[src/rtl/btb_update_ctrl.sv]
// rtl/btb_update_ctrl.sv - BTB/counter write sequencer: update FIFO drain with counter RMW plus invalidate walk
module btb_update_ctrl #(
    parameter int         PC_W           = 8,
    parameter int         IDX_W          = 6,
    parameter int         DEPTH          = 4,
    parameter logic [1:0] CTR_INIT       = 2'b01,
    parameter bit         FLUSH_ON_RESET = 1'b1
) (
    input  logic             clk,
    input  logic             rst_n,
    input  logic             stall,
    input  logic             upd_valid,
    input  logic [PC_W-1:0]  upd_pc,
    input  logic             upd_taken,
    input  logic [PC_W-1:0]  upd_target,
    output logic             upd_ready,
    input  logic             flush_req,
    output logic [IDX_W-1:0] rd_index,
    input  logic [1:0]       rd_ctr,
    output logic             wr_en,
    output logic [IDX_W-1:0] wr_index,
    output logic [PC_W-1:0]  wr_target,
    output logic [1:0]       wr_ctr,
    output logic             busy,
    output logic             flush_done,
    output logic [7:0]       drop_cnt
);
    localparam int PTR_W = $clog2(DEPTH);

    typedef enum logic [1:0] {IDLE, DRAIN, FLUSH} state_t;
    localparam state_t RESET_STATE = FLUSH_ON_RESET ? FLUSH : IDLE;

    state_t           state;
    logic [IDX_W-1:0] walk_idx;
    logic [PTR_W-1:0] wr_ptr;
    logic [PTR_W-1:0] rd_ptr;
    logic [PTR_W:0]   count;
    logic [PTR_W:0]   count_next;

    logic [IDX_W-1:0] fifo_idx   [DEPTH];
    logic             fifo_taken [DEPTH];
    logic [PC_W-1:0]  fifo_tgt   [DEPTH];

    logic [IDX_W-1:0] wr_index_q;
    logic [PC_W-1:0]  wr_target_q;
    logic [1:0]       wr_ctr_q;

    logic full;
    logic empty;
    logic push;
    logic pop;
    logic unused_pc;

    function automatic logic [1:0] sat_ctr(input logic [1:0] ctr, input logic taken);
        if (taken)
            return (ctr == 2'b11) ? 2'b11 : ctr + 2'b01;
        else
            return (ctr == 2'b00) ? 2'b00 : ctr - 2'b01;
    endfunction

    assign unused_pc = ^upd_pc;
    assign full      = (count == (PTR_W+1)'(DEPTH));
    assign empty     = (count == '0);
    assign upd_ready = !full && (state != FLUSH) && !flush_req;
    assign push      = upd_valid && upd_ready;
    assign pop       = (state == DRAIN) && !stall && !empty;
    assign busy      = (state != IDLE) || !empty;

    always_comb begin
        count_next = count;
        if (push && !pop)
            count_next = count + 1'b1;
        else if (!push && pop)
            count_next = count - 1'b1;
    end

    // Write port is combinational so a drain read sees the previous edge's commit;
    // rst_n gating keeps the strobe quiet while reset holds the FSM in FLUSH.
    always_comb begin
        rd_index  = '0;
        wr_en     = 1'b0;
        wr_index  = wr_index_q;
        wr_target = wr_target_q;
        wr_ctr    = wr_ctr_q;
        if (state == DRAIN)
            rd_index = fifo_idx[rd_ptr];
        if (pop) begin
            wr_en     = 1'b1;
            wr_index  = fifo_idx[rd_ptr];
            wr_target = fifo_tgt[rd_ptr];
            wr_ctr    = sat_ctr(rd_ctr, fifo_taken[rd_ptr]);
        end else if ((state == FLUSH) && rst_n) begin
            wr_en     = 1'b1;
            wr_index  = walk_idx;
            wr_target = '0;
            wr_ctr    = CTR_INIT;
        end
    end

    always_ff @(posedge clk) begin
        if (push) begin
            fifo_idx[wr_ptr]   <= upd_pc[IDX_W+1:2];
            fifo_taken[wr_ptr] <= upd_taken;
            fifo_tgt[wr_ptr]   <= upd_target;
        end
    end

    always_ff @(posedge clk or negedge rst_n) begin
        if (!rst_n) begin
            state       <= RESET_STATE;
            walk_idx    <= '0;
            wr_ptr      <= '0;
            rd_ptr      <= '0;
            count       <= '0;
            flush_done  <= 1'b0;
            wr_index_q  <= '0;
            wr_target_q <= '0;
            wr_ctr_q    <= '0;
        end else begin
            flush_done <= 1'b0;
            if (wr_en) begin
                wr_index_q  <= wr_index;
                wr_target_q <= wr_target;
                wr_ctr_q    <= wr_ctr;
            end
            if (flush_req) begin
                // (Re)start the walk; queued updates are discarded.
                state    <= FLUSH;
                walk_idx <= '0;
                wr_ptr   <= '0;
                rd_ptr   <= '0;
                count    <= '0;
            end else begin
                if (push)
                    wr_ptr <= wr_ptr + 1'b1;
                if (pop)
                    rd_ptr <= rd_ptr + 1'b1;
                count <= count_next;
                if (state == FLUSH) begin
                    walk_idx <= walk_idx + 1'b1;
                    if (walk_idx == '1) begin
                        state      <= IDLE;
                        flush_done <= 1'b1;
                    end
                end else begin
                    state <= (count_next != '0) ? DRAIN : IDLE;
                end
            end
        end
    end

    always_ff @(posedge clk or negedge rst_n) begin
        if (!rst_n)
            drop_cnt <= '0;
        else if (upd_valid && !upd_ready && (drop_cnt != 8'hFF))
            drop_cnt <= drop_cnt + 8'd1;
    end
endmodule
[config.mk]
export PLATFORM = sky130hd
export DESIGN_NAME = btb_update_ctrl
export DESIGN_NICKNAME = d
export VERILOG_FILES = /design/src/rtl/btb_update_ctrl.sv
export SDC_FILE = /design/constraint.sdc
export NUM_CORES = 1
export LEC_CHECK = 0
export ABC_AREA = 1
export CORE_UTILIZATION = 40
export CTS_CLUSTER_SIZE = 10
export DETAILED_ROUTE_END_ITERATION = 10
export GPL_ROUTABILITY_DRIVEN = 0
export RECOVER_POWER = 100
export SYNTH_ARGS = -nofsm -noshare
export SYNTH_HDL_FRONTEND = slang
export SYNTH_SLANG_ARGS = --single-unit
[constraint.sdc]
create_clock -name clk -period 2.56 [get_ports clk]
set_input_delay 0.64 -clock clk [delete_from_list [all_inputs] [get_ports clk]]
set_output_delay 0.64 -clock clk [all_outputs]
set_load 0.05 [all_outputs]
== After elaboration in Yosys (flattened, before gate mapping) ==
Memories as Yosys holds them, arrays and structs flattened.
Cells that the tools add are included.

* Register bits: 40
* Bits in writable memories: 60
* Input port bits: 24
* Output and inout bits: 34
* Memories kept: 3

{| class="wikitable"
|+ Memory list
! name !! words !! bits a word !! read ports !! clocked after memory_dff !! write ports !! RTL line !! RTL
|-
| fifo_tgt || 4 || 8 || 1 || 0 || 1 || 42 || <nowiki>logic [PC_W-1:0] fifo_tgt [DEPTH];</nowiki>
|-
| fifo_idx || 4 || 6 || 1 || 0 || 1 || 40 || <nowiki>logic [IDX_W-1:0] fifo_idx [DEPTH];</nowiki>
|-
| fifo_taken || 4 || 1 || 1 || 0 || 1 || 41 || <nowiki>logic fifo_taken [DEPTH];</nowiki>
|}

* Add/sub/neg operators: 8
* Equal/unequal tests: 8
* Multiplexer cells: 30
* Reduce and logical (&&, ||, !) cells: 25

{| class="wikitable"
|+ Operator list
! operator !! number
|-
| 2-to-1 mux 6 bit || 5
|-
| 2-to-1 mux 2 bit || 12
|-
| 2-to-1 mux 8 bit || 2
|-
| logical AND 1 bit || 10
|-
| 2-to-1 mux 3 bit || 3
|-
| adder 8 x 1 -> 8 bit, second input constant || 1
|-
| 2-to-1 mux 1 bit || 8
|-
| != test 8 bit, second input constant || 1
|-
| nonzero test 2 bit || 4
|-
| logical NOT 1 bit || 7
|-
| adder 2 x 1 -> 2 bit, second input constant || 3
|-
| adder 6 x 1 -> 6 bit, second input constant || 1
|-
| equality test 6 bit, second input constant || 1
|-
| equality test 2 bit, second input constant || 2
|-
| adder 3 x 1 -> 3 bit, second input constant || 1
|-
| equality test 3 bit, second input constant || 1
|-
| logical NOT 3 bit || 1
|-
| != test 3 x 2 -> 1 bit, second input constant || 1
|-
| nonzero test 3 bit || 1
|-
| subtractor 3 x 1 -> 3 bit, second input constant || 1
|-
| equality test 2 x 1 -> 1 bit, second input constant || 1
|-
| logical NOT 2 bit || 1
|-
| != test 2 bit, second input constant || 1
|-
| subtractor 2 x 1 -> 2 bit, second input constant || 1
|-
| logical OR 1 bit || 1
|}

== Logic depth before layout (Yosys ltp) ==
* Depth in word-level cells: 13
* Depth in mapped cells: 12
* Depth with buffers taken out: 12

== Worst setup path after synthesis ==
OpenSTA, ideal clock, no wires.

* Path kind: input-to-output
* From: input stall
* To: output wr_index[1]
* Arrival time: 2021 ps
* Required time: 1920 ps
* Slack: -101 ps
* Stages: 6
* Cell sequence: inv_1 > nand3_1 > nor2_4 > inv_2 > clkbuf_1 > o221ai_1

* Word-level cells in the longest chain between the ends: 4

{| class="wikitable"
|+ Ends and longest elaborated chain
! what !! RTL line !! RTL
|-
| from (decl) || 11 || <nowiki>input logic stall,</nowiki>
|-
| logical NOT 1 bit || 66 || <nowiki>assign pop = (state == DRAIN) && !stall && !empty;</nowiki>
|-
| logical AND 1 bit (2 in series) || 66 ||
|-
| 2-to-1 mux 6 bit || 87 || <nowiki>if (pop) begin</nowiki>
|-
| to (decl) || 21 || <nowiki>output logic [IDX_W-1:0] wr_index,</nowiki>
|}

Every way passes these cells.

== Final worst setup path ==
* From: register count[1]
* To: output wr_target[1]

* Word-level cells in the longest chain between the ends: 4

{| class="wikitable"
|+ Ends and longest elaborated chain
! what !! RTL line !! RTL
|-
| from (decl) || 37 || <nowiki>logic [PTR_W:0] count;</nowiki>
|-
| from (signal assigned) || 138 || <nowiki>count <= count_next;</nowiki>
|-
| logical NOT 3 bit || 63 || <nowiki>assign empty = (count == '0);</nowiki>
|-
| logical NOT 1 bit || 66 ||
|-
| logical AND 1 bit || 66 ||
|-
| 2-to-1 mux 8 bit || 87 ||
|-
| to (decl) || 22 || <nowiki>output logic [PC_W-1:0] wr_target,</nowiki>
|}

Every way passes these cells.

==> impl_metrics.toml <==
[outcome]
status = "finished with violations"
violations = "setup timing"

[timing]
fin_crit_sh_pct = 102.9
fmax_mhz = 379.6
worst_pin_slew_ns = 0.9601
hold_violations = 0
slew_headroom_pct = 36.00
hold_slack_ns = 0.2633
skew_ns = 0.01116
rsz0062_at_grt = "yes"
setup_viol_count_final = 10
drv_slew = 0
min_period_ns = 2.634
setup_ws_ns = -0.07417
fin_setup_tns_ns = -0.4891

[cts]
h-tree-depth = 3
clock_sinks = 100
root_buffer = "clkbuf_8"
cts_tree = "done"
clk_pin_slew_ns = 0.10
cts_buffer_depth = 2
cts_buffers = 9
clk_latency_ns = 0.36
hold_buffers = 0

[die]
coreArea_um2 = 10460
ios = 58
dieArea_um2 = 11380
start_util_pct = 41.89
fp-row-count = 37
die_x_um = 106.7
die_h_um = 106.7

[detailed_routing]
routed_via_density = 5.155
ant_nets = 0
drt-total-wl_mm = 9.723
vias = 3258
first_pass_iters = 5
drt_iter0_drc = 239
wire_per_inst_um = 15.38
drc = 0

[global_routing]
grt_pass1_vias = 3110
grt_use_total_pct = 18.46
antenna_found_initial = 0
grt_pass1_wl_mm = 15.79
grt-ovfl-total = 0
grt_start_max_net_pins = 38

[cells_and_area]
drive_gt1_share_pct = 21.37
layout_common_cells = "nand2_1, edfxtp_1, nand3_1"
layout_commonest_cell = "nand2_1"
num_antenna_cells = 0
final_cells = 632
nets = 524
fin_area_um2 = 5772
multi_input_area_um2 = 1428
final_util_pct = 55.17
ff_latch_area_um2 = 2804
area_growth_pct = 31.69
n_fill_cell = 916

[placed_design]
portBuffers = 55
dp.cells = 603
dp_hpwl_mm = 6.477
place_area_um2 = 5389
dp_slack_ns = -0.2949

[setup_path]
cp.required_ns = 1.92
path_max_fanout = 7
slowest_stage = "dfrtp_1"
arrival_ns = 1.99
max_stage_delay_ns = 0.39
critPathLaunchType = "flop"
setup.worst_path.end_class = "output pin"
cp_cell_sequence = "inv_2, ha_4, inv_2, nor2_4, nor2_4, inv_4, buf_12, a221o_1, nand2_1, buf_6"
crit_type = "flop to output pin"

[logic_synthesis]
seq_area_frac_synth_pct = 63.97
syn-cell-area_um2 = 4383
synthCells = 403
yosysUniqueCellTypes = 33
ys_seq_elements = 100
avgSynthCellArea_um2 = 10.88
synthesis.nets = 436
yosysWarnings = 0

[hold_path]
worst_hold_path_type = "input port to async pin"

[power]
ir_drop_mv = 0.5629
p_per_area_nw_per_um2 = 582.7
power_mw = 3.363
leakage_nw = 2.430

[job]
cap_violations = 0
-- worst paths after layout --
kind | to | cells past startpoint | slack [ns] | from
worst max-delay path | wr_target[1] | 10 | -0.07 | count[1]$_DFF_PN0_
worst min register to register | wr_ctr_q[0]$_DFFE_PN0P_ | 2 | 0.49 | wr_ctr_q[0]$_DFFE_PN0P_
min in group clk | wr_ctr_q[0]$_DFFE_PN0P_ | 2 | 0.49 | wr_ctr_q[0]$_DFFE_PN0P_
max in group asynchronous | walk_idx[2]$_DFFE_PN0P_ | 3 | 1.06 | rst_n
worst max register to register | state[0]$_DFFE_PN0P_ | 13 | 0.86 | count[1]$_DFF_PN0_
worst min-delay path | wr_index_q[0]$_DFFE_PN0P_ | 2 | 0.26 | rst_n
-- flip-flops by register name, indices dropped and copies added (netlist names) --
register     cells
walk_idx         6
drop_cnt         8
fifo_tgt        32
wr_ctr_q         2
count            3
fifo_idx        24
wr_index_q       6
wr_target_q      8
flush_done       1
fifo_taken       4
wr_ptr           2
state            2
rd_ptr           2
-- area by class of cell --
| type | count | share of cell area [%] |
|---|---|---|
| Inverter | 34 | 2.363 |
| Multi-Input combinational cell | 253 | 24.73 |
| Clock inverter | 7 | 0.9755 |
| Timing Repair inverter | 1 | 0.1301 |
| Sequential cell | 100 | 48.58 |
| Clock buffer | 9 | 2.146 |
| Timing Repair Buffer | 92 | 18.12 |
| Tap cell | 136 | 2.948 |
-- logic make-up (layout without fill, tap and decap cells) --
| group | after synthesis | in the layout | share of synthesized area, % |
|---|---|---|---|
| AOI/OAI and AO/OA | 59 | 59 | 8.821 |
| xor gates and xnor gates | 9 | 9 | 1.798 |
| adders and majority gates | 9 | 9 | 2.569 |
| buffers and inverters | 50 | 143 | 4.910 |
| DFF | 100 | 100 | 63.97 |
| muxes | 1 | 1 | 0.2569 |
| and+or+nand+nor | 175 | 175 | 17.67 |
-- metal layers --
metal | vias up | wire, um | GRT usage, %
met5 | - | 0 | 0
met4 | 0 | 110 | 6.947
met3 | 9 | 399 | 2.553
met2 | 90 | 4762 | 30.32
met1 | 1581 | 4450 | 24.93
li1 | 1578 | - | -
-- critical path, delay by kind of cell, from the launching register on --
family | cells | cell delay [ns]
buf+inv | 5 | 0.51
flops | 1 | 0.39
compound gates | 1 | 0.30
simple gates | 3 | 0.27
fa+ha+maj | 1 | 0.16
-- cells in the mapped netlist --
master,count,area (um2)
nand2_1,90,337.8
edfxtp_1,60,1802
nand3_1,43,215.2
dfrtp_1,39,975.9
inv_1,31,116.4
nor2_1,25,93.84
a21oi_1,23,115.1
o21ai_0,12,60.06
ha_1,9,112.6
a221o_1,8,80.08
buf_2,8,40.04
o221ai_1,8,70.07
clkbuf_1,6,22.52
nor3_1,5,25.02
xnor2_1,5,43.79
o211ai_1,4,30.03
xor2_1,4,35.03
nand4_1,3,18.77
a32o_1,2,20.02
buf_6,2,22.52
inv_2,2,7.510
nand2_2,2,12.51
nand3_2,2,20.02
dfstp_2,1,26.28
inv_4,1,6.260
mux2_2,1,11.26
nand4_4,1,21.27
nor2_2,1,6.260
nor2_4,1,11.26
nor4_1,1,6.260
o21ai_1,1,5.000
o22ai_1,1,6.260
or2_1,1,6.260
-- what timing repair did --
action                     4_1_cts  5_1_grt
pin swaps                        3        8
setup endpoints to repair       17       16
resized for setup               30       10
setup buffers                    7        4
hold endpoints to repair         0        0
gates cloned                     1        2
-- power breakdown --
part	internal, mW	switching [mW]
logic	0.228	0.360
registers	1.77	0.0717
clock network	0.366	0.564
total	2.37	0.996
No activity file was read; power rests on OpenSTA's default activity.
==> edit 1 (same settings) <==
The parameter `DEPTH` goes from 4 to 8.
--- a/src/rtl/btb_update_ctrl.sv
+++ b/src/rtl/btb_update_ctrl.sv
@@ -2,7 +2,7 @@
 module btb_update_ctrl #(
     parameter int         PC_W           = 8,
     parameter int         IDX_W          = 6,
-    parameter int         DEPTH          = 4,
+    parameter int         DEPTH          = 8,
     parameter logic [1:0] CTR_INIT       = 2'b01,
     parameter bit         FLUSH_ON_RESET = 1'b1
 ) (
Behaviour: no difference found for any inputs over 10 cycles, from zero or initial values and one cycle with rst_n low; that may be too few to reach the edited logic, so the function may still have changed.
==> edit 1 against the original RTL <==
  * The run still ends with negative setup slack left
  * Die area increased by 58%
  * Utilization decreased by 0.29 points
  * Design area increased by 60%
  * Total power increased by 86%
  * Sequential cell count increased by 63
  * Largest cell class unchanged
  * Wire length increased by 77%
  * Critical endpoint is now wr_ctr[1]
  * Clock power increased to 2.9 times the old value
  * Area after synthesis increased by 60%
  * Final cell count increased by 54%
  * Worst hold slack improved by 0.22 ns
  * Global-route usage increased by 1.8 points
  * Setup slack got worse by 0.084 ns
  * Largest power group unchanged
==> edit 1: results (changes against the original RTL) <==
stage,metric,value,unit,change
status,status,"finished, violations left",,unchanged
status,violations,negative setup slack,,unchanged
sta,skew,0.00825,ns,was 0.0112 ns
setup_path,r2r_end,fifo_tgt[6][3],,was state[0]
cells_and_area,drive_gt1_share,25.8,%,was 21.4%
grt,grt_pass1_vias,5012,,was 3110
sta,slew_headroom,24.3,%,was 36.0%
synthesis,synth_cell_type_count,40,,was 33
power,vdd_drop_max,0.620,mV,was 0.563 mV
clock_network,clk_pin_slew,0.06,ns,was 0.10 ns
setup_path,critPathTopFamily,compound AO/OA/AOI/OAI gates,,was buffers and inverters
setup_path,crit_path_top_delay_cell,dfrtp_2,,was dfrtp_1
clock_network,numCtsBuffers,17,,was 9
routing,drt-vias-per-instance,5.20,,was 5.16
place,pre_cts_slack,-0.0983,ns,was -0.295 ns
synthesis,ys_seq_area_share,66.9,%,was 64.0%
synthesis,async_flop_share,26.4,%,was 40.0%
power,p_leak,3.66,nW,was 2.43 nW
sta,setup_tns,-1.53,ns,was -0.489 ns
synthesis,synth_edf_count,120,,was 60
cells_and_area,num-nets-final,770,,was 524
routing,dr.pass1.iters,4,,was 5
cells_and_area,nFillCells,1445,,was 916
grt,grt_pass1_wl,27.1,mm,was 15.8 mm
place,place_hpwl,10.7,mm,was 6.48 mm
sta,hold_ws,0.487,ns,was 0.263 ns
setup_path,reg2reg_from,count[0],,was count[1]
cells_and_area,top_regs,"fifo_tgt: 64 flops, fifo_idx: 48 flops",,"was fifo_tgt: 32 flops, fifo_idx: 24 flops"
grt,grt_start_max_net_pins,44,,was 38
grt,use_met2,34.0,%,was 30.3%
sta,setup_viol,19,,was 10
worst_hold_path,hold_class,flip-flop to flip-flop,,was input pin to async pin
sta,fin_ws,-0.158,ns,was -0.0742 ns
grt,gr-usage-all-layers,20.2,%,was 18.5%
setup_path,crit_path_max_incr_delay,0.42,ns,was 0.39 ns
edit 1: cell count changes in the layout (fill, tap and decap cells not counted), sizes merged, moves of 12 or more:
cell / before / now
a21oi: 23 / 11
nand3: 45 / 33
clkbuf: 12 / 28
buf: 59 / 84
o21ai: 13 / 82
o221ai: 8 / 20
edfxtp: 60 / 120
nor2: 27 / 123
edit 1: through the flow:
stage / area [sq um] / cells / util, %
6_report: 9230 / 973 / 54.9
5_1_grt: 9230 / 973 / 54.9
4_1_cts: 8930 / 964 / 53.1
3_5_place_dp: 8080 / 925 / 48.1
3_3_place_gp: 8080 / 925 / 48.1
2_1_floorplan: 7000 / 629 / -
edit 1: metal layers:
layer	up-vias	wire, um	part of all wire [%]
li1	2426	-	-
met1	2480	7580	44
met2	137	8740	51
met3	20	686	4.0
met4	0	246	1.4
met5	-	0	0
edit 1: what timing repair did:
| item | CTS | global route |
|---|---|---|
| buffers inserted | 4 | 6 |
| pin swaps | 4 | 21 |
| gates resized for setup | 30 | 81 |
| endpoints found under the setup margin | 23 | 23 |
| gates cloned | 3 | 4 |
edit 1: layout make-up:
cell class | count | share of cell area (%)
inverters | 39 | 1.75
clock buffers | 21 | 4.99
flip-flops and latches | 163 | 50.7
multi-input cells | 398 | 24.0
repair buffers | 121 | 13.9
well taps | 220 | 2.98
clock inverters | 11 | 1.72
edit 1: worst max path at each step:
stage	start	to	slack, ns	cells past startpoint
after floorplan	count[0]	wr_index[2]	-0.04	6
after global placement	stall	wr_ctr[0]	-0.09	7
after detailed placement	stall	wr_ctr[0]	-0.1	7
after CTS	rd_ptr[0]	wr_target[6]	-0.15	6
after global routing	rd_ptr[0]	wr_ctr[1]	-0.24	10
final	rd_ptr[0]	wr_ctr[1]	-0.16	10
edit 1: cells by family (layout without fill, tap and decap cells):
kind of cell | after synthesis | in the layout | share of synthesized area, %
and+or+nand+nor | 254 | 254 | 15.9
DFF | 163 | 163 | 66.9
AOI/OAI and AO/OA | 127 | 127 | 10.6
buffers and inverters | 68 | 192 | 4.06
xor gates and xnor gates | 10 | 10 | 1.25
adders and majority gates | 6 | 6 | 1.07
muxes | 1 | 1 | 0.161
edit 1: power breakdown:
part / switching [W] / internal (W) / total [W]
clock network: 0.000991 / 0.00167 / 0.00266
registers: 0.0000631 / 0.00291 / 0.00297
logic: 0.000389 / 0.000223 / 0.000612
==> edit 2 (same flow settings) <==
Made on the original files. The 3 states of `state_t` get a one-hot encoding in 3 bits.
--- a/src/rtl/btb_update_ctrl.sv
+++ b/src/rtl/btb_update_ctrl.sv
@@ -27,7 +27,7 @@
 );
     localparam int PTR_W = $clog2(DEPTH);
 
-    typedef enum logic [1:0] {IDLE, DRAIN, FLUSH} state_t;
+    typedef enum logic [2:0] {IDLE = 3'b001, DRAIN = 3'b010, FLUSH = 3'b100} state_t;
     localparam state_t RESET_STATE = FLUSH_ON_RESET ? FLUSH : IDLE;
 
     state_t           state;
Formal check against the unedited RTL: no difference found for any inputs over 10 cycles, from zero or initial values and one cycle with rst_n low; not proved beyond that.
==> edit 2 against the original RTL <==
  * Synthesized cell count grew 2.5%
  * Critical endpoint is now wr_index[4]
  * Count of clock-buffer cells in the layout grew 1
  * Setup slack improved by 0.14 ns
  * Register-to-register slack got worse by 0.27 ns
  * First-iteration DRC count is 54% lower
  * Sequential cell count up 1
  * Utilization up 0.36 points
  * Wire length increased by 3.8%
  * Fmax grew 5.7%
  * Area after synthesis grew 2.6%
  * Design area up 4.7%
Power is not compared: it rests on default switching activity, and its combinational part moved more than twofold at a synthesized area within 25%.
==> edit 2: results (changes against the original RTL) <==
stage,metric,value,unit,change
setup_path,crit_arrival,1.85,ns,was 1.99 ns
place,pre_cts_slack,-0.114,ns,was -0.295 ns
cells_and_area,clk_share,3.15,%,was 3.12%
grt,gr-usage-all-layers,18.6,%,was 18.5%
cells_and_area,nClkBuffers,10,,was 9
setup_path,reg2reg_from,state[0],,was count[1]
cells_and_area,nFillCells,953,,was 916
cells_and_area,inv_count,37,,was 35
status,status,completed,,"was finished, violations left"
synthesis,synth_cell_type_count,34,,was 33
cells_and_area,drive_gt1_share,25.1,%,was 21.4%
grt,use_met2,31.0,%,was 30.3%
routing,dr.pass1.iters,4,,was 5
grt,grt_pass1_wl,16.2,mm,was 15.8 mm
place,placed_cell_area,5570,sq um,was 5390 sq um
place,place_inst,623,,was 603
cells_and_area,multi_input_area_share,26.8,%,was 24.7%
routing,wl_met2,5.06,mm,was 4.76 mm
setup_path,rr_worst_depth,6,,was 13
cells_and_area,n_all_buffers,94,,was 92
grt,grt_use_met3,3.98,%,was 2.55%
setup_path,crit_end,wr_index[4],,was wr_target[1]
clock_network,cts_setup_buffers,4,,was 7
clock_network,postCtsResizedCells,21,,was 30
routing,met1_length,4.55,mm,was 4.45 mm
setup_path,r2r_end,fifo_idx[2][4],,was state[0]
cells_and_area,regArea,2830,sq um,was 2800 sq um
synthesis,ys_seq_area_share,62.9,%,was 64.0%
grt,met1_usage,24.9,%,about the same
routing,vias,3284,,was 3258
synthesis,syn_nets,446,,was 436
grt,grt_start_max_net_pins,42,,was 38
cells_and_area,num-nets-final,537,,was 524
-- edit 2: how the worst min path moves through the flow --
stage / startpoint / endpoint / slack, ns / cells past startpoint
after floorplan: rst_n / count[0] / 0.34 / 0
final: walk_idx[3] / walk_idx[3] / 0.49 / 1
after global placement: walk_idx[3] / walk_idx[3] / 0.47 / 1
after global routing: drop_cnt[7] / drop_cnt[7] / 0.53 / 1
after CTS: walk_idx[3] / walk_idx[3] / 0.49 / 1
after detailed placement: walk_idx[3] / walk_idx[3] / 0.48 / 1
-- edit 2: cells by family after synthesis --
logic type	after synthesis	share of synthesized area, %
flops	101	62.9
simple gates	170	18.6
buf+inv	51	4.34
xor+xnor	9	1.75
mux	1	0.250
fa+ha+maj	9	2.50
compound gates	72	9.63
-- edit 2: critical path, cell delays in order (launching register included) --
cell       delay (ns)
dfrtp_1          0.46
nor2_4           0.15
nand2_4          0.07
inv_6            0.08
nand2_8          0.08
buf_12           0.15
o211ai_1         0.27
clkbuf_16        0.23
